$ cat config.mk
export PLATFORM = sky130hd
export DESIGN_NAME = fifo_burst_reader
export DESIGN_NICKNAME = d
export VERILOG_FILES = /design/src/rtl/fifo_rd_pkg.sv /design/src/rtl/fifo_burst_reader_buf.sv /design/src/rtl/fifo_burst_reader.sv
export SDC_FILE = /design/constraint.sdc
export NUM_CORES = 1
export LEC_CHECK = 0
export BUFFER_PORTS_ARGS = -buffer_cell sky130_fd_sc_hd__buf_4
export CORE_UTILIZATION = 55
export DETAILED_ROUTE_END_ITERATION = 7
export PLACE_DENSITY = 0.82
export REMOVE_ABC_BUFFERS = 1
export SYNTH_ARGS = -nofsm -noshare
export SYNTH_HDL_FRONTEND = slang
export SYNTH_SLANG_ARGS = --single-unit
$ cat constraint.sdc
create_clock -name i_Clk -period 6.2 [get_ports i_Clk]
set_input_delay 0.62 -clock i_Clk [delete_from_list [all_inputs] [get_ports i_Clk]]
set_output_delay 0.62 -clock i_Clk [all_outputs]
set_load 0.01 [all_outputs]
$ cat src/rtl/fifo_rd_pkg.sv
// Shared state encoding and buffer sizing
// for the FIFO burst reader.
package fifo_rd_pkg;

    typedef enum logic [1:0] {
        IDLE  = 2'd0,
        READ  = 2'd1,
        FLUSH = 2'd2,
        DONE  = 2'd3
    } state_t;

    localparam int BUF_DEPTH = 3;

endpackage

$ cat src/rtl/fifo_burst_reader_buf.sv
// Three-entry register FIFO that absorbs FIFO read latency
// and sink back-pressure in front of the tx port.
module fifo_burst_reader_buf
    import fifo_rd_pkg::*;
#(
    parameter int WIDTH = 8
) (
    input  logic             clk,
    input  logic             rst_n,
    input  logic             push,
    input  logic             pop,
    input  logic [WIDTH-1:0] din,
    output logic [WIDTH-1:0] dout,
    output logic [1:0]       occ
);

    logic [WIDTH-1:0] mem [BUF_DEPTH];
    logic [1:0]       wr_ptr;
    logic [1:0]       rd_ptr;

    function automatic logic [1:0] inc(input logic [1:0] p);
        return (p == 2'(BUF_DEPTH - 1)) ? 2'd0 : p + 2'd1;
    endfunction

    // Push into a full buffer is legal only alongside a pop of the head.
    always_ff @(posedge clk or negedge rst_n) begin
        if (!rst_n) begin
            for (int i = 0; i < BUF_DEPTH; i++) begin
                mem[i] <= '0;
            end
            wr_ptr <= 2'd0;
            rd_ptr <= 2'd0;
            occ    <= 2'd0;
        end else begin
            assert (!(push && !pop && occ == 2'(BUF_DEPTH)));
            assert (!(pop && occ == 2'd0));
            if (push) begin
                mem[wr_ptr] <= din;
                wr_ptr      <= inc(wr_ptr);
            end
            if (pop) begin
                rd_ptr <= inc(rd_ptr);
            end
            if (push && !pop) begin
                occ <= occ + 2'd1;
            end else if (pop && !push) begin
                occ <= occ - 2'd1;
            end
        end
    end

    assign dout = mem[rd_ptr];

endmodule

$ cat src/rtl/fifo_burst_reader.sv
// Pops a burst of N words from the DPRAM FIFO and streams them
// to a valid/ready sink, flagging the final word.
module fifo_burst_reader
    import fifo_rd_pkg::*;
#(
    parameter int WIDTH     = 8,
    parameter int MAX_BURST = 16
) (
    input  logic                       i_Rst_L,
    input  logic                       i_Clk,
    input  logic                       i_Start,
    input  logic [$clog2(MAX_BURST):0] i_Burst_Len,
    output logic                       o_Busy,
    output logic                       o_Done,
    output logic                       o_Rd_En,
    input  logic                       i_Empty,
    input  logic                       i_Rd_DV,
    input  logic [WIDTH-1:0]           i_Rd_Data,
    output logic                       o_Tx_DV,
    output logic [WIDTH-1:0]           o_Tx_Data,
    output logic                       o_Tx_Last,
    input  logic                       i_Tx_Ready
);

    localparam int            LW      = $clog2(MAX_BURST) + 1;
    localparam logic [LW-1:0] MAX_LEN = LW'(MAX_BURST);
    localparam logic [LW-1:0] CREDITS = LW'(BUF_DEPTH - 1);

    state_t        state;
    state_t        state_nx;
    logic [LW-1:0] len;
    logic [LW-1:0] len_in;
    logic [LW-1:0] req;
    logic [LW-1:0] sent;
    logic [LW-1:0] inflt;
    logic [LW-1:0] credit;
    logic [1:0]    occ;
    logic          start_ok;
    logic          push;
    logic          pop;

    assign len_in   = (i_Burst_Len > MAX_LEN) ? MAX_LEN : i_Burst_Len;
    assign start_ok = (state == IDLE) & i_Start;

    // Credit counts both buffered words and words still in the FIFO pipe,
    // so o_Rd_En depends only on registered state, never on i_Tx_Ready.
    assign credit  = LW'(occ) + inflt;
    assign o_Rd_En = (state == READ) & (req < len) & ~i_Empty
                   & (credit <= CREDITS);

    // A DV with no outstanding request is stale and must not be buffered.
    assign push = i_Rd_DV & (inflt != '0);
    assign pop  = o_Tx_DV & i_Tx_Ready;

    assign o_Tx_DV   = (occ != 2'd0);
    assign o_Tx_Last = o_Tx_DV & (sent == len - LW'(1));

    always_ff @(posedge i_Clk or negedge i_Rst_L) begin
        if (!i_Rst_L) begin
            state <= IDLE;
        end else begin
            state <= state_nx;
        end
    end

    always_comb begin
        state_nx = state;
        o_Busy   = 1'b0;
        o_Done   = 1'b0;
        unique case (state)
            IDLE: begin
                if (i_Start) begin
                    state_nx = (len_in == '0) ? DONE : READ;
                end
            end
            READ: begin
                o_Busy = 1'b1;
                if (req == len) begin
                    state_nx = FLUSH;
                end
            end
            FLUSH: begin
                o_Busy = 1'b1;
                if (pop && o_Tx_Last) begin
                    state_nx = DONE;
                end
            end
            DONE: begin
                o_Done   = 1'b1;
                state_nx = IDLE;
            end
            default: state_nx = IDLE;
        endcase
    end

    always_ff @(posedge i_Clk or negedge i_Rst_L) begin
        if (!i_Rst_L) begin
            len   <= '0;
            req   <= '0;
            sent  <= '0;
            inflt <= '0;
        end else begin
            if (start_ok) begin
                len  <= len_in;
                req  <= '0;
                sent <= '0;
            end else begin
                if (o_Rd_En) begin
                    req <= req + LW'(1);
                end
                if (pop) begin
                    sent <= sent + LW'(1);
                end
            end
            inflt <= inflt + LW'(o_Rd_En) - LW'(push);
        end
    end

    fifo_burst_reader_buf #(
        .WIDTH (WIDTH)
    ) u_buf (
        .clk   (i_Clk),
        .rst_n (i_Rst_L),
        .push  (push),
        .pop   (pop),
        .din   (i_Rd_Data),
        .dout  (o_Tx_Data),
        .occ   (occ)
    );

endmodule

Word-level counts from Yosys, hierarchy flattened
Cells that the tools add are included.
W data, S select, Z words.
{ "word_totals": {"ff_bits": 52, "in_bits": 19, "out_inout_bits": 13, "wordCells": 84} }
{ "op_classes": {"addsub": 10, "n_lt_le_gt_ge": 6, "n_eq_ne": 10, "mux": 22, "bitwise": 10, "reduce_logical": 15} }
{ "op_table": {"columns": ["operator", "n"], "rows": [
  ["$mux W5", 5],
  ["$bwmux W24", 1],
  ["$mux W8", 3],
  ["$bmux W8 S2", 1],
  ["$demux W8 S2", 1],
  ["$mux W2", 8],
  ["$add A5 B1 Y5 const B", 2],
  ["$eq A5 B5 Y1", 2],
  ["$eq A2 B2 Y1 const B", 4],
  ["$pmux W2 S4", 1],
  ["$reduce_bool A2 Y1", 4],
  ["$and A1 B1 Y1", 7],
  ["$add A2 B1 Y2 const B", 3],
  ["$ge A3 B3 Y1 const B", 2],
  ["$not A2 Y3", 2],
  ["$add A2 B5 Y5", 1],
  ["$add A5 B1 Y5", 1],
  ["$gt A5 B5 Y1 const B", 1],
  ["$le A5 B2 Y1 const B", 1],
  ["$logic_not A5 Y1", 1],
  ["$lt A5 B5 Y1", 1],
  ["$reduce_bool A5 Y1", 1],
  ["$sub A5 B1 Y5", 1],
  ["$sub A5 B1 Y5 const B", 1],
  ["other kinds (12)", 18]
]} }

Longest topological paths before layout
{ "depth": {"word_depth": 6, "mapped_depth": 15} }

Cells and area by module
Synthesis repeated with hierarchy kept, for this count alone.
{ "hier_totals": {"cells_unflattened": 264, "area_unflattened_um2": 2940.3} }
{ "modules_own_cells": {"columns": ["module", "instances", "cells_each", "area_each_um2", "seq_area_each_um2"], "rows": [
  ["fifo_burst_reader", 1, 165, 1589.0, 550.5],
  ["fifo_burst_reader_buf", 1, 99, 1351.3, 750.7]
]} }

Worst setup path before layout
No wires, ideal clock.
{ "synth_timing": {"path_kind": "register to register", "start": "reg u_buf.occ[0]", "end": "reg inflt[4]", "t_arrival_ns": 2.725, "t_required_ns": 6.075, "slack_ns": 3.350, "stages_incl_launch_ff": 15, "n_path_buf": 0, "cell_sequence": "dfrtp_1 -> ha_1 -> fa_1 -> nor3_1 -> a31oi_1 -> a211o_2 -> nor2_1 -> ha_1 -> inv_1 -> fa_1 -> inv_1 -> a21oi_1 -> nor2_1 -> nor2_1 -> xnor2_1"} }
{ "synth_between": {"elab_chain_len": 5} }
{ "synth_lines": {"columns": ["element", "line_no", "text"], "rows": [
  ["start: declaration", "fifo_burst_reader_buf.sv:14", "output logic [1:0] occ"],
  ["start signal: assignment", "fifo_burst_reader_buf.sv:45", "occ <= occ + 2'd1;"],
  ["start signal: assignment", "fifo_burst_reader_buf.sv:47", "occ <= occ - 2'd1;"],
  ["$add A2 B5 Y5", "fifo_burst_reader.sv:47", "assign credit = LW'(occ) + inflt;"],
  ["$le A5 B2 Y1", "fifo_burst_reader.sv:49", "& (credit <= CREDITS);"],
  ["$and A1 B1 Y1", "fifo_burst_reader.sv:49", null],
  ["via o_Rd_En", "fifo_burst_reader.sv:15", "output logic o_Rd_En,"],
  ["$add A5 B1 Y5", "fifo_burst_reader.sv:115", "inflt <= inflt + LW'(o_Rd_En) - LW'(push);"],
  ["$sub A5 B1 Y5", "fifo_burst_reader.sv:115", null],
  ["end signal: assignment", "fifo_burst_reader.sv:115", null],
  ["end: declaration", "fifo_burst_reader.sv:35", "logic [LW-1:0] inflt;"]
]} }
The timed path passes the listed nets, and every way through them passes these cells.
A chain may end at the register's enable or synchronous reset.

Worst setup path in the final report
{ "layout_timing": {"start": "reg u_buf.occ[0]", "end": "reg inflt[4]"} }
{ "layout_between": {"elab_chain_len": 5} }
{ "layout_lines": {"columns": ["element", "line_no"], "rows": [
  ["$add A2 B5 Y5", "fifo_burst_reader.sv:47"],
  ["$le A5 B2 Y1", "fifo_burst_reader.sv:49"],
  ["$and A1 B1 Y1", "fifo_burst_reader.sv:49"],
  ["$add A5 B1 Y5", "fifo_burst_reader.sv:115"],
  ["$sub A5 B1 Y5", "fifo_burst_reader.sv:115"]
]} }
Every way passes these cells.

==> qor.csv <==
metric;value;unit
cp_cell_sequence;ha_1, fa_1, nor3_1, a31oi_1, a211o_2, nor2_1, ha_1, inv_1, fa_1, inv_1, a21oi_1, nor2_1, nor2_1, xnor2_1;
hold_buffers;0;
grt_pass1_wl;9.045;mm
setup_viol;0;
drive_gt1_share;22.71;%
post-route-util;66.92;%
rr_worst_depth;14;
cts_tree;built;
antenna_left;0;
cap_violations;0;
routed_wirelength;5.252;mm
min_period;3.060;ns
critPathLaunchType;register;
power.share.combinational;49.2;%
ys_top_cells_by_area;dfrtp_1, ha_1, mux2_2, mux2i_1, xnor2_1;
pre_cts_slack;3.207;ns
period_share;49.35;%
fmax;0.3268;GHz
hp-class;in -> async;
grt_pass1_vias;1996;
dieArea;5491;µm²
synth_edf_count;0;
slowest_delay;0.44;ns
grt_use_total;21.76;%
synth_mux_area_share;12.95;%
switching_power;0.6591;mW
placed_cell_area;3153;µm²
path_class;reg -> reg;
drtIter0Drc;64;
syn_to_final_growth;13.48;%
start_util;58.97;%
dpl.hpwl;3.779;mm
synth_top_family_by_area;multiplexers;
cp_slowest_cell;dfrtp_1;
synthDominantCellAreaShare;45.51;%
crit_required;6.40;ns
power_density;511.6;nW/µm²
cts_resized;0;
synth_warnings;0;
synth_top_area_cell;dfrtp_1;
synthXorXnorAreaFrac;6.652;%
synth_ff_type;dfrtp_1;
rsz0062_at_grt;no;
antenna_found_initial;0;
synth_common_cells;dfrtp_1, mux2_2, ha_1, inv_1, nand2_1;
tns;0;ns
status;finished clean;
cts_htree_levels;2;
p_leak;1.550;nW
clockBufferDepth;2;
clock_latency;0.31;ns
gp_congestion;0.8561;
grt_max_degree;53;
clk_pin_slew;0.10;ns
r2r_setup_slack;3.14;ns
drt_first_pass_iters;4;
boundaryPins;32;
die_x;74.10;µm
drv_slew;0;
worstSetupEndpoint;inflt[4];
cts_root_buf;clkbuf_8;
synth_compound_area_share;8.578;%
ys_ff_latch;52;
syn_avg_cell_area;10.91;µm²
cts_sinks;52;
startpoint;u_buf.occ[0];
syn_area;2859;µm²
numCtsBuffers;5;
synthDistinctLibCells;38;
crit_arrival;3.26;ns
dieHeight;74.10;µm
vdd_drop_max;0.2936;mV
p_int;1.001;mW
post_drt_wl_per_cell;14.51;µm
stdcell_count;362;
design_area;3244;µm²
tightest_slew;0.7477;ns
endpoint_kind;register;
drc;0;
synthSimpleGateAreaFrac;11.03;%
grt_overflow;0;
viasPerCell;5.511;
yosys.area_share.adder;11.47;%
n_antenna_cell;0;
fin_ws;3.140;ns
syn_inst;262;
relSlewSlack;49.88;%
placedCellCount;354;
r2r_end;inflt[4];
async_reset_ff_share;100.0;%
yosysMostFrequentCell;dfrtp_1;
vias;1995;
synth.yosys.seq_area_share;45.51;%
portBuffers;31;
r2r-start;u_buf.occ[0];
clkPwrFrac;12.1;%
pwr-share-seq;38.7;%
core-area;4848;µm²
cts_setup_buffers;0;
p_sw_share;39.71;%
path_common_cell;nor2_1;
path_max_fanout;4;
finish.net_count;338;
hold_violations;0;
rows;25;
clock_skew;0.007693;ns
-- metal layers --
| metal | routed length (µm) | share of wire (%) | vias to the layer above | global-route usage [%] |
|---|---|---|---|---|
| li1 | - | - | 964 | - |
| met1 | 2459 | 47 | 991 | 29.67 |
| met2 | 2560 | 49 | 31 | 34.85 |
| met3 | 137 | 2.6 | 9 | 3.388 |
| met4 | 94 | 1.8 | 0 | 8.974 |
| met5 | 0 | 0 | - | 0 |
-- sequential cells by signal, summed over array words and instances (netlist names) --
name	cells
u_buf.mem	24
u_buf.wr_ptr	2
inflt	5
len	5
u_buf.occ	2
req	5
state	2
sent	5
u_buf.rd_ptr	2
-- cells in the final DEF, fill, tap and decap left out, types with 3 or more instances in the layout --
master    count
a21o_1        5
a21oi_1       7
buf_4        31
clkbuf_8      5
dfrtp_1      52
ha_1         23
inv_1        23
mux2_2       24
mux2i_1      10
nand2_1      20
nand3_1       3
nand3b_1      4
nand4_1       3
nor2_1       15
nor2b_1       3
nor3_1        4
o21ai_0      18
xnor2_1      11
xor2_1        8
-- cell type report --
cell class	instances	area [µm²]
Timing Repair Buffer	31	232.7
Inverter	23	86.33
Multi-Input combinational cell	181	1449
Clock inverter	3	22.52
Clock buffer	5	68.82
Tap cell	67	83.83
Sequential cell	52	1301
Fill cell	383	1604
-- kinds of logic after synthesis --
logic type,after synthesis
AO/OA/AOI/OAI,39
buffers and inverters,29
multiplexers,34
adder cells (fa/ha/maj),25
flip-flops,52
AND/OR/NAND/NOR,63
XOR/XNOR,20
-- critical path: cells and delay by family (launching register included) --
family / cells / cell delay [ns]
xor gates and xnor gates: 1 / 0.11
DFF: 1 / 0.44
buffers and inverters: 2 / 0.14
adders and majority gates: 4 / 1.25
and+or+nand+nor: 4 / 0.53
AOI/OAI and AO/OA: 3 / 0.46
-- power by group through the flow --
stage          Combinational [mW]  Clock [mW]  Sequential (mW)
3_5_place_dp                0.814           0            0.647
3_3_place_gp                0.785           0            0.637
5_1_grt                     0.922       0.217            0.662
4_1_cts                     0.825       0.204            0.640
6_report                    0.817       0.200            0.642
2_1_floorplan               0.589           0            0.608
-- stage by stage --
| step | hold slack, ns | power (mW) |
|---|---|---|
| 6_report | 0.3251 | 1.660 |
| 3_3_place_gp | 0.4861 | 1.421 |
| 4_1_cts | 0.3508 | 1.669 |
| 5_1_grt | 0.3725 | 1.802 |
| 2_1_floorplan | 0.3244 | 1.197 |
| 3_5_place_dp | 0.4944 | 1.460 |
-- worst min path at each step --
| stage | start | end | slack (ns) | cells past startpoint |
|---|---|---|---|---|
| floorplan | i_Rst_L | inflt[0] | 0.32 | 0 |
| global placement | u_buf.mem[3] | u_buf.mem[3] | 0.49 | 1 |
| detailed placement | u_buf.mem[12] | u_buf.mem[12] | 0.49 | 1 |
| CTS | i_Rst_L | state[1] | 0.35 | 1 |
| global route | i_Rst_L | state[1] | 0.37 | 1 |
| finish | i_Rst_L | state[1] | 0.33 | 1 |
No activity file was read; power rests on OpenSTA's default activity.
